--- src/rtl/muldiv_unit.sv ---
// Multicycle multiply/divide unit owning the Hi/Lo register pair.
// Shift-add multiply and restoring divide, one bit per cycle, with sign fix-up.
module muldiv_unit #(
   parameter int WIDTH = 32
) (
   input  logic             clock,
   input  logic             reset,
   input  logic             start,
   input  logic             op_div,
   input  logic             op_signed,
   input  logic [WIDTH-1:0] src_a,
   input  logic [WIDTH-1:0] src_b,
   input  logic             hi_wr,
   input  logic             lo_wr,
   input  logic [WIDTH-1:0] wr_data,
   output logic             busy,
   output logic             done,
   output logic             divby0,
   output logic [WIDTH-1:0] hi,
   output logic [WIDTH-1:0] lo
);

   localparam int CW = $clog2(WIDTH);

   typedef enum logic [1:0] {
      IDLE = 2'd0,
      CALC = 2'd1,
      FIX  = 2'd2,
      DONE = 2'd3
   } state_t;

   state_t               state_r, nextState_s;
   logic [2*WIDTH-1:0]   acc_r, stepAcc_s, prod_s;
   logic [WIDTH-1:0]     mcand_r, fixHi_s, fixLo_s;
   logic [WIDTH-1:0]     aMag_s, bMag_s;
   logic [WIDTH:0]       partial_s, trial_s, sum_s;
   logic [CW-1:0]        cnt_r;
   logic                 isDiv_r, negQ_r, negR_r;
   logic                 aNeg_s, bNeg_s, zeroDiv_s;

   function automatic logic [WIDTH-1:0] negW(input logic [WIDTH-1:0] v);
      return ~v + {{(WIDTH-1){1'b0}}, 1'b1};
   endfunction

   assign aNeg_s    = op_signed & src_a[WIDTH-1];
   assign bNeg_s    = op_signed & src_b[WIDTH-1];
   assign aMag_s    = aNeg_s ? negW(src_a) : src_a;
   assign bMag_s    = bNeg_s ? negW(src_b) : src_b;
   assign zeroDiv_s = op_div & (src_b == {WIDTH{1'b0}});

   // FSM state register
   always_ff @(posedge clock) begin
      if (reset) begin
         state_r <= IDLE;
      end else begin
         state_r <= nextState_s;
      end
   end

   // FSM next-state logic
   always_comb begin
      nextState_s = state_r;
      case (state_r)
         IDLE: begin
            if (start) begin
               nextState_s = zeroDiv_s ? DONE : CALC;
            end else begin
               nextState_s = IDLE;
            end
         end
         CALC: begin
            if (cnt_r == {CW{1'b0}}) begin
               nextState_s = FIX;
            end else begin
               nextState_s = CALC;
            end
         end
         FIX:     nextState_s = DONE;
         DONE:    nextState_s = IDLE;
         default: nextState_s = IDLE;
      endcase
   end

   // One iteration of shift-add multiply or restoring divide, plus sign fix-up
   always_comb begin
      partial_s = {acc_r[2*WIDTH-1:WIDTH], acc_r[WIDTH-1]};
      trial_s   = partial_s - {1'b0, mcand_r};
      sum_s     = {1'b0, acc_r[2*WIDTH-1:WIDTH]};
      stepAcc_s = acc_r;
      if (isDiv_r) begin
         // Borrow out of the trial subtraction means the divisor did not fit
         if (!trial_s[WIDTH]) begin
            stepAcc_s = {trial_s[WIDTH-1:0], acc_r[WIDTH-2:0], 1'b1};
         end else begin
            stepAcc_s = {partial_s[WIDTH-1:0], acc_r[WIDTH-2:0], 1'b0};
         end
      end else begin
         if (acc_r[0]) begin
            sum_s = {1'b0, acc_r[2*WIDTH-1:WIDTH]} + {1'b0, mcand_r};
         end else begin
            sum_s = {1'b0, acc_r[2*WIDTH-1:WIDTH]};
         end
         stepAcc_s = {sum_s, acc_r[WIDTH-1:1]};
      end

      prod_s = negQ_r ? (~acc_r + {{(2*WIDTH-1){1'b0}}, 1'b1}) : acc_r;
      if (isDiv_r) begin
         fixLo_s = negQ_r ? negW(acc_r[WIDTH-1:0]) : acc_r[WIDTH-1:0];
         fixHi_s = negR_r ? negW(acc_r[2*WIDTH-1:WIDTH]) : acc_r[2*WIDTH-1:WIDTH];
      end else begin
         fixLo_s = prod_s[WIDTH-1:0];
         fixHi_s = prod_s[2*WIDTH-1:WIDTH];
      end
   end

   // Datapath, Hi/Lo registers and registered handshake outputs
   always_ff @(posedge clock) begin
      if (reset) begin
         acc_r   <= {(2*WIDTH){1'b0}};
         mcand_r <= {WIDTH{1'b0}};
         cnt_r   <= {CW{1'b0}};
         isDiv_r <= 1'b0;
         negQ_r  <= 1'b0;
         negR_r  <= 1'b0;
         hi      <= {WIDTH{1'b0}};
         lo      <= {WIDTH{1'b0}};
         busy    <= 1'b0;
         done    <= 1'b0;
         divby0  <= 1'b0;
      end else begin
         busy   <= (nextState_s != IDLE);
         done   <= (nextState_s == DONE);
         divby0 <= (state_r == IDLE) & start & zeroDiv_s;
         case (state_r)
            IDLE: begin
               if (hi_wr) hi <= wr_data;
               if (lo_wr) lo <= wr_data;
               if (start && !zeroDiv_s) begin
                  acc_r   <= {{WIDTH{1'b0}}, (op_div ? aMag_s : bMag_s)};
                  mcand_r <= op_div ? bMag_s : aMag_s;
                  cnt_r   <= CW'(WIDTH - 1);
                  isDiv_r <= op_div;
                  negQ_r  <= aNeg_s ^ bNeg_s;
                  negR_r  <= aNeg_s;
               end
            end
            CALC: begin
               acc_r <= stepAcc_s;
               cnt_r <= cnt_r - {{(CW-1){1'b0}}, 1'b1};
            end
            FIX: begin
               hi <= fixHi_s;
               lo <= fixLo_s;
            end
            DONE: begin
               acc_r <= acc_r;
            end
            default: begin
               acc_r <= acc_r;
            end
         endcase
      end
   end

endmodule

--- config.mk ---
export PLATFORM = sky130hd
export DESIGN_NAME = muldiv_unit
export DESIGN_NICKNAME = d
export VERILOG_FILES = /design/src/rtl/muldiv_unit.sv
export SDC_FILE = /design/constraint.sdc
export NUM_CORES = 1
export LEC_CHECK = 0
export ABC_AREA = 1
export CORE_MARGIN = 4
export CORE_UTILIZATION = 24
export DETAILED_ROUTE_END_ITERATION = 8
export GPL_ROUTABILITY_DRIVEN = 0
export SYNTH_ARGS = -nofsm -noshare
export SYNTH_HDL_FRONTEND = slang
export SYNTH_SLANG_ARGS = --single-unit
--- constraint.sdc ---
create_clock -name clock -period 6.3 [get_ports clock]
set_input_delay 0.63 -clock clock [delete_from_list [all_inputs] [get_ports clock]]
set_output_delay 0.63 -clock clock [all_outputs]
set_load 0.01 [all_outputs]
==> After elaboration in Yosys (flattened, before gate mapping) <==
Index checks and enable logic that the tools add are counted.
{ "op_classes": {"n_addsub": 8, "eq_ne": 7, "bitwise": 11, "reduce_logical": 12, "mux": 24} }
{ "ops": {"columns": ["cell", "n"], "rows": [
  ["2-to-1 mux 32 bit", 10],
  ["2-to-1 mux 64 bit", 4],
  ["adder 32 x 1 -> 32 bit (second input constant)", 4],
  ["inverter 32 bit", 4],
  ["case mux 32 bit (2 select lines)", 2],
  ["case mux 64 bit (2 select lines)", 1],
  ["adder 64 x 1 -> 64 bit (second input constant)", 1],
  ["inverter 64 bit", 1],
  ["adder 32 x 32 -> 33 bit", 1],
  ["2-to-1 mux 33 bit", 1],
  ["subtractor 33 x 32 -> 33 bit", 1],
  ["zero test 32 bit", 1],
  ["case mux 5 bit (2 select lines)", 1],
  ["case mux 2 bit (4 select lines)", 1],
  ["AND reduction 2 bit", 4],
  ["equality test 2 bit (second input constant)", 3],
  ["2-to-1 mux 2 bit", 3],
  ["nonzero test 2 bit", 3],
  ["AND 1 bit", 5],
  ["zero test 5 bit", 1],
  ["2-to-1 mux 5 bit", 1],
  ["subtractor 5 x 1 -> 5 bit (second input constant)", 1],
  ["inequality test 2 bit (second input constant)", 2],
  ["equality test 2 x 1 -> 1 bit (second input constant)", 1],
  ["5 further kinds", 5]
]} }
{ "word_totals": {"register_bits": 173, "out_inout_bits": 67, "wordCells": 74, "input_bits": 103} }

==> Longest topological paths before layout <==
{ "logic_depth": {"word_depth": 6, "mapped_depth": 20, "ltp_nobuf": 19} }

==> Worst setup path after synthesis <==
No wires, ideal clock.
{ "synth_path": {"kind": "flip-flop to flip-flop", "start": "register acc_r[32]", "end": "register acc_r[46]", "path_stages_with_launch": 19, "synth_period_minus_slack_ns": 2.412, "arrival_ns": 2.280, "required_time_ns": 6.168, "n_path_buf": 2, "setup_time_ns": 0.132, "setup_slack_ns": 3.888, "path_cell_list": "dfxtp_1 > clkinv_1 > fa_1 > inv_1 > nand2_1 > nand2_1 > nand3_1 > nand2_1 > nand2_1 > nand2_1 > nand2_1 > nand3_1 > nand2_4 > buf_6 > buf_6 > nand2_1 > nand3_1 > nand3_1 > a21oi_1"} }
{ "synth_between": {"elab_chain_cells": 4, "elab_cells_between_ends": 6, "cone_classes": "2 x add/sub; 4 x mux"} }
{ "synth_rtl": {"columns": ["item", "line_no", "source"], "rows": [
  ["from (decl)", "33", "logic [2*WIDTH-1:0] acc_r, stepAcc_s, prod_s;"],
  ["from (signal assigned)", "119", "acc_r <= {(2*WIDTH){1'b0}};"],
  ["from (signal assigned)", "139", "acc_r <= {{WIDTH{1'b0}}, (op_div ? aMag_s : bMag_s)};"],
  ["from (signal assigned)", "148", "acc_r <= stepAcc_s;"],
  ["subtractor 33 x 32 -> 33 bit or adder 32 x 32 -> 33 bit (tied branches)", "87, 99", null],
  ["2-to-1 mux 64 bit or 2-to-1 mux 33 bit (tied branches)", "92, 98", null],
  ["2-to-1 mux 64 bit (*)", "90", "if (isDiv_r) begin"],
  ["case mux 64 bit (2 select lines) (*)", "134", "case (state_r)"]
]} }
Mark *: on every way between the ends. The rest lies on a longest branch, timed or not.
A chain may end at the register's enable or synchronous reset.

==> Final worst setup path <==
{ "layout_path": {"start": "input src_b[0]", "end": "register acc_r[10]"} }
{ "layout_between": {"elab_chain_cells": 6, "elab_cells_between_ends": 12, "cone_classes": "1 x add/sub; 1 x eq/ne; 4 x mux; 2 x bitwise; 4 x reduce/logical"} }
{ "layout_rtl": {"columns": ["item", "line_no", "source"], "rows": [
  ["from (decl)", "12", "input logic [WIDTH-1:0] src_b,"],
  ["inverter 32 bit or zero test 32 bit (tied branches)", "42, 49", null],
  ["adder 32 x 1 -> 32 bit or AND 1 bit (tied branches)", "42, 49", null],
  ["2-to-1 mux 32 bit or zero test 1 bit (tied branches)", "48, 138", null],
  ["2-to-1 mux 32 bit or logical AND 1 bit (tied branches)", "139, 138", null],
  ["2-to-1 mux 64 bit or inequality test 2 x 1 -> 1 bit (tied branches)", null, null],
  ["case mux 64 bit (2 select lines) or AND reduction 2 bit (tied branches)", null, null],
  ["to (signal assigned)", "139", null],
  ["to (signal assigned)", "148", null],
  ["to (signal assigned)", "156", "acc_r <= acc_r;"]
]} }
Parallel ways exist; a longest one is shown, timed or not. The select of a mux whose other input is x is not followed.

==> run metrics <==
hold path depth=2; clock skew=0.0164 ns; period utilization=0.614; NetSw=2390 uW; syn_area_per_cell=5.56 um^2; Crit. End Element=flop; die height=277 um; Critical Path Start=src_b[0]; mapped cell area=17400 um^2; iteration count of the initial detailed-routing pass=6; hold worst-path end=cnt_r[4]; Power Total=5090 uW; Num CTS Buffers=17; commonest non-fill, non-tap cells in the layout=nand2_1 (873), inv_1 (409), nand3_1 (338); part of the power in registers=0.277; f_max=0.258 GHz; reg-to-reg slack, setup=2.50 ns; Top cell by count, worst path=nand3_1; worst skew pair latency=0.47 ns; worst slew pin tran=1.10 ns; FF+latch count, synth=173; Post-synth top flop=dfxtp_1; # port buffers=169; final setup TNS=0 ns; vias in the first global route=19000; CTS root buffer=clkbuf_16; Multi-input gate area=11800 um^2; P_int=2700 uW; grt total ovfl=0; core box area=71700 um^2; DR iter-0 viols=2264; # setup viols final=0; Final Non-Filler Cells=4171; final slew viol count=0; H-tree depth=4; Max Cap Violations=0; Seq/Total Area, Yosys=0.199; Final Hold Viols=0; Worst path max stage delay=0.97 ns; Comb pwr share=0.493; Required @ worst endpoint=6.69 ns; reg2reg path depth=17; PwrDens=248 nW/um^2; clock transition at the registers of the reported paths=0.07 ns; Final Util=0.286; switching share of power=0.470; Syn. warnings=0; Max-slew headroom=0.267; Pleak=0.00937 uW; placed cell count=4139; Die Wd=277 um; ys async rst share=0; Synth cell types=45; CP Launch Type=input port; Post-synth EDFFs=0; Clock Sinks=173; Post-CTS Resized=0; clock group share of total power=0.231; Post-Synthesis Cells=3127; n_diodes=0; Worst Path Arrival=4.26 ns; Post-route DRC=0; setup repair bufs after CTS=0; P&R area growth vs syn=18.1%; first-pass GRT wire length=112000 um; WL per Instance=17.9 um; r2r endpoint=acc_r[57]; CTS tree=built; Die ar.=76900 um^2; final hold slack=0.499 ns; minimum clock period=3.87 ns; worst setup path category=input port to flop; Post-CTS Hold Fix Bufs=0; final net count=3382; crit path max fanout=59; Routed Antenna Nets=0; status=finished, final reports clean; Final HPWL DP=58800 um; RSZ-0062 raised after global routing=no; antenna violations before repair=0; fillcell total=8178; vias per inst=5.06; layout cells sized above 1=0.0338; Mapped Nets=3301; Starting Density=0.243; reg2reg start=acc_r[32]; I/O pins=170; crit-path cells=clkdlybuf4s50_1, inv_1, ha_1, nand4_1, nor4_1, nand3_1, nand3_1, buf_4, nand2_2, inv_2, o21ai_0, a21oi_1; worst vdd ir=0.224 mV; DRT Wirelength=74500 um; min-delay src=cnt_r[4]; gr usage total=0.184; largest net degree at the start of global routing=106; DR vias=21100; CTS max path bufs=2; row count=98; hold crit path type=flop to flop; critical path's slowest cell=inv_2; Seq. cell area=3470 um^2; most common cell after layout, fill and taps aside=nand2_1
[how the worst max path moves through the flow]
| stage | endpoint | slack, ns | depth (start not counted) |
|---|---|---|---|
| 2_1_floorplan | acc_r[46] | 3.89 | 18 |
| 3_3_place_gp | acc_r[10] | 2.00 | 12 |
| 3_5_place_dp | acc_r[10] | 1.91 | 12 |
| 4_1_cts | acc_r[10] | 2.39 | 12 |
| 5_1_grt | acc_r[10] | 1.96 | 12 |
| 6_report | acc_r[10] | 2.43 | 12 |
[flip-flops by register name (all words and copies together), names as in the netlist]
| name | flops |
|---|---|
| divby0 | 1 |
| negR_r | 1 |
| state_r | 2 |
| hi | 32 |
| acc_r | 64 |
| cnt_r | 5 |
| done | 1 |
| isDiv_r | 1 |
| mcand_r | 32 |
| negQ_r | 1 |
| busy | 1 |
| lo | 32 |
[synthesized netlist by cell type, types with 16 or more instances]
cell type / count / area, um^2
or2_2: 16 / 100
xor2_1: 42 / 368
buf_2: 18 / 90.1
nand4_1: 38 / 238
nor3_1: 26 / 130
xnor2_1: 17 / 149
nand2_1: 873 / 3280
nand3b_1: 19 / 143
o21ai_0: 245 / 1230
a31oi_1: 48 / 300
ha_1: 69 / 863
inv_1: 412 / 1550
a21oi_1: 305 / 1530
clkbuf_1: 92 / 345
o211ai_1: 36 / 270
dfxtp_1: 173 / 3460
nor2_1: 254 / 953
nand3_1: 338 / 1690
[per-stage QoR]
| stage | cell area, um^2 | setup WS (ns) |
|---|---|---|
| after detailed placement | 19900 | 1.91 |
| after CTS | 20500 | 2.39 |
| after floorplan | 17400 | 3.89 |
| final | 20500 | 2.43 |
| after global placement | 19900 | 2.00 |
| after global routing | 20500 | 1.96 |
[cells by family (layout without fill, tap and decap cells)]
logic type | count (synthesis) | in the layout | synth area share
AND/OR/NAND/NOR | 1593 | 1593 | 0.387
AO/OA/AOI/OAI | 677 | 677 | 0.209
buffers and inverters | 554 | 648 | 0.123
flip-flops | 173 | 173 | 0.199
adder cells (fa/ha/maj) | 71 | 71 | 0.0519
XOR/XNOR | 59 | 59 | 0.0297
[critical path: cells and delay by family]
kind | cells | cell delay [ns]
buf+inv | 4 | 1.89
fa+ha+maj | 1 | 0.19
simple gates | 5 | 1.17
compound gates | 2 | 0.37
[layer usage]
| layer | global-route usage | part of all wire |
|---|---|---|
| met1 | 0.241 | 0.43 |
| met2 | 0.293 | 0.44 |
| met3 | 0.0336 | 0.082 |
| met4 | 0.0871 | 0.052 |
| met5 | 0 | 0 |
[layout make-up]
cell class	instances	share of cell area
Timing Repair Buffer	193	0.0909
Multi-Input combinational cell	2400	0.575
Sequential cell	173	0.169
Tap cell	950	0.0579
Clock buffer	19	0.0220
Inverter	423	0.0773
Clock inverter	13	0.00853
[power by group through the flow]
stage | registers (uW) | clock network (uW) | logic, uW
CTS | 1400 | 1180 | 2470
global placement | 1420 | 0 | 2440
finish | 1410 | 1170 | 2510
global route | 1420 | 1230 | 2780
floorplan | 1370 | 0 | 1690
detailed placement | 1420 | 0 | 2450
Power figures use the tool's default switching activity.
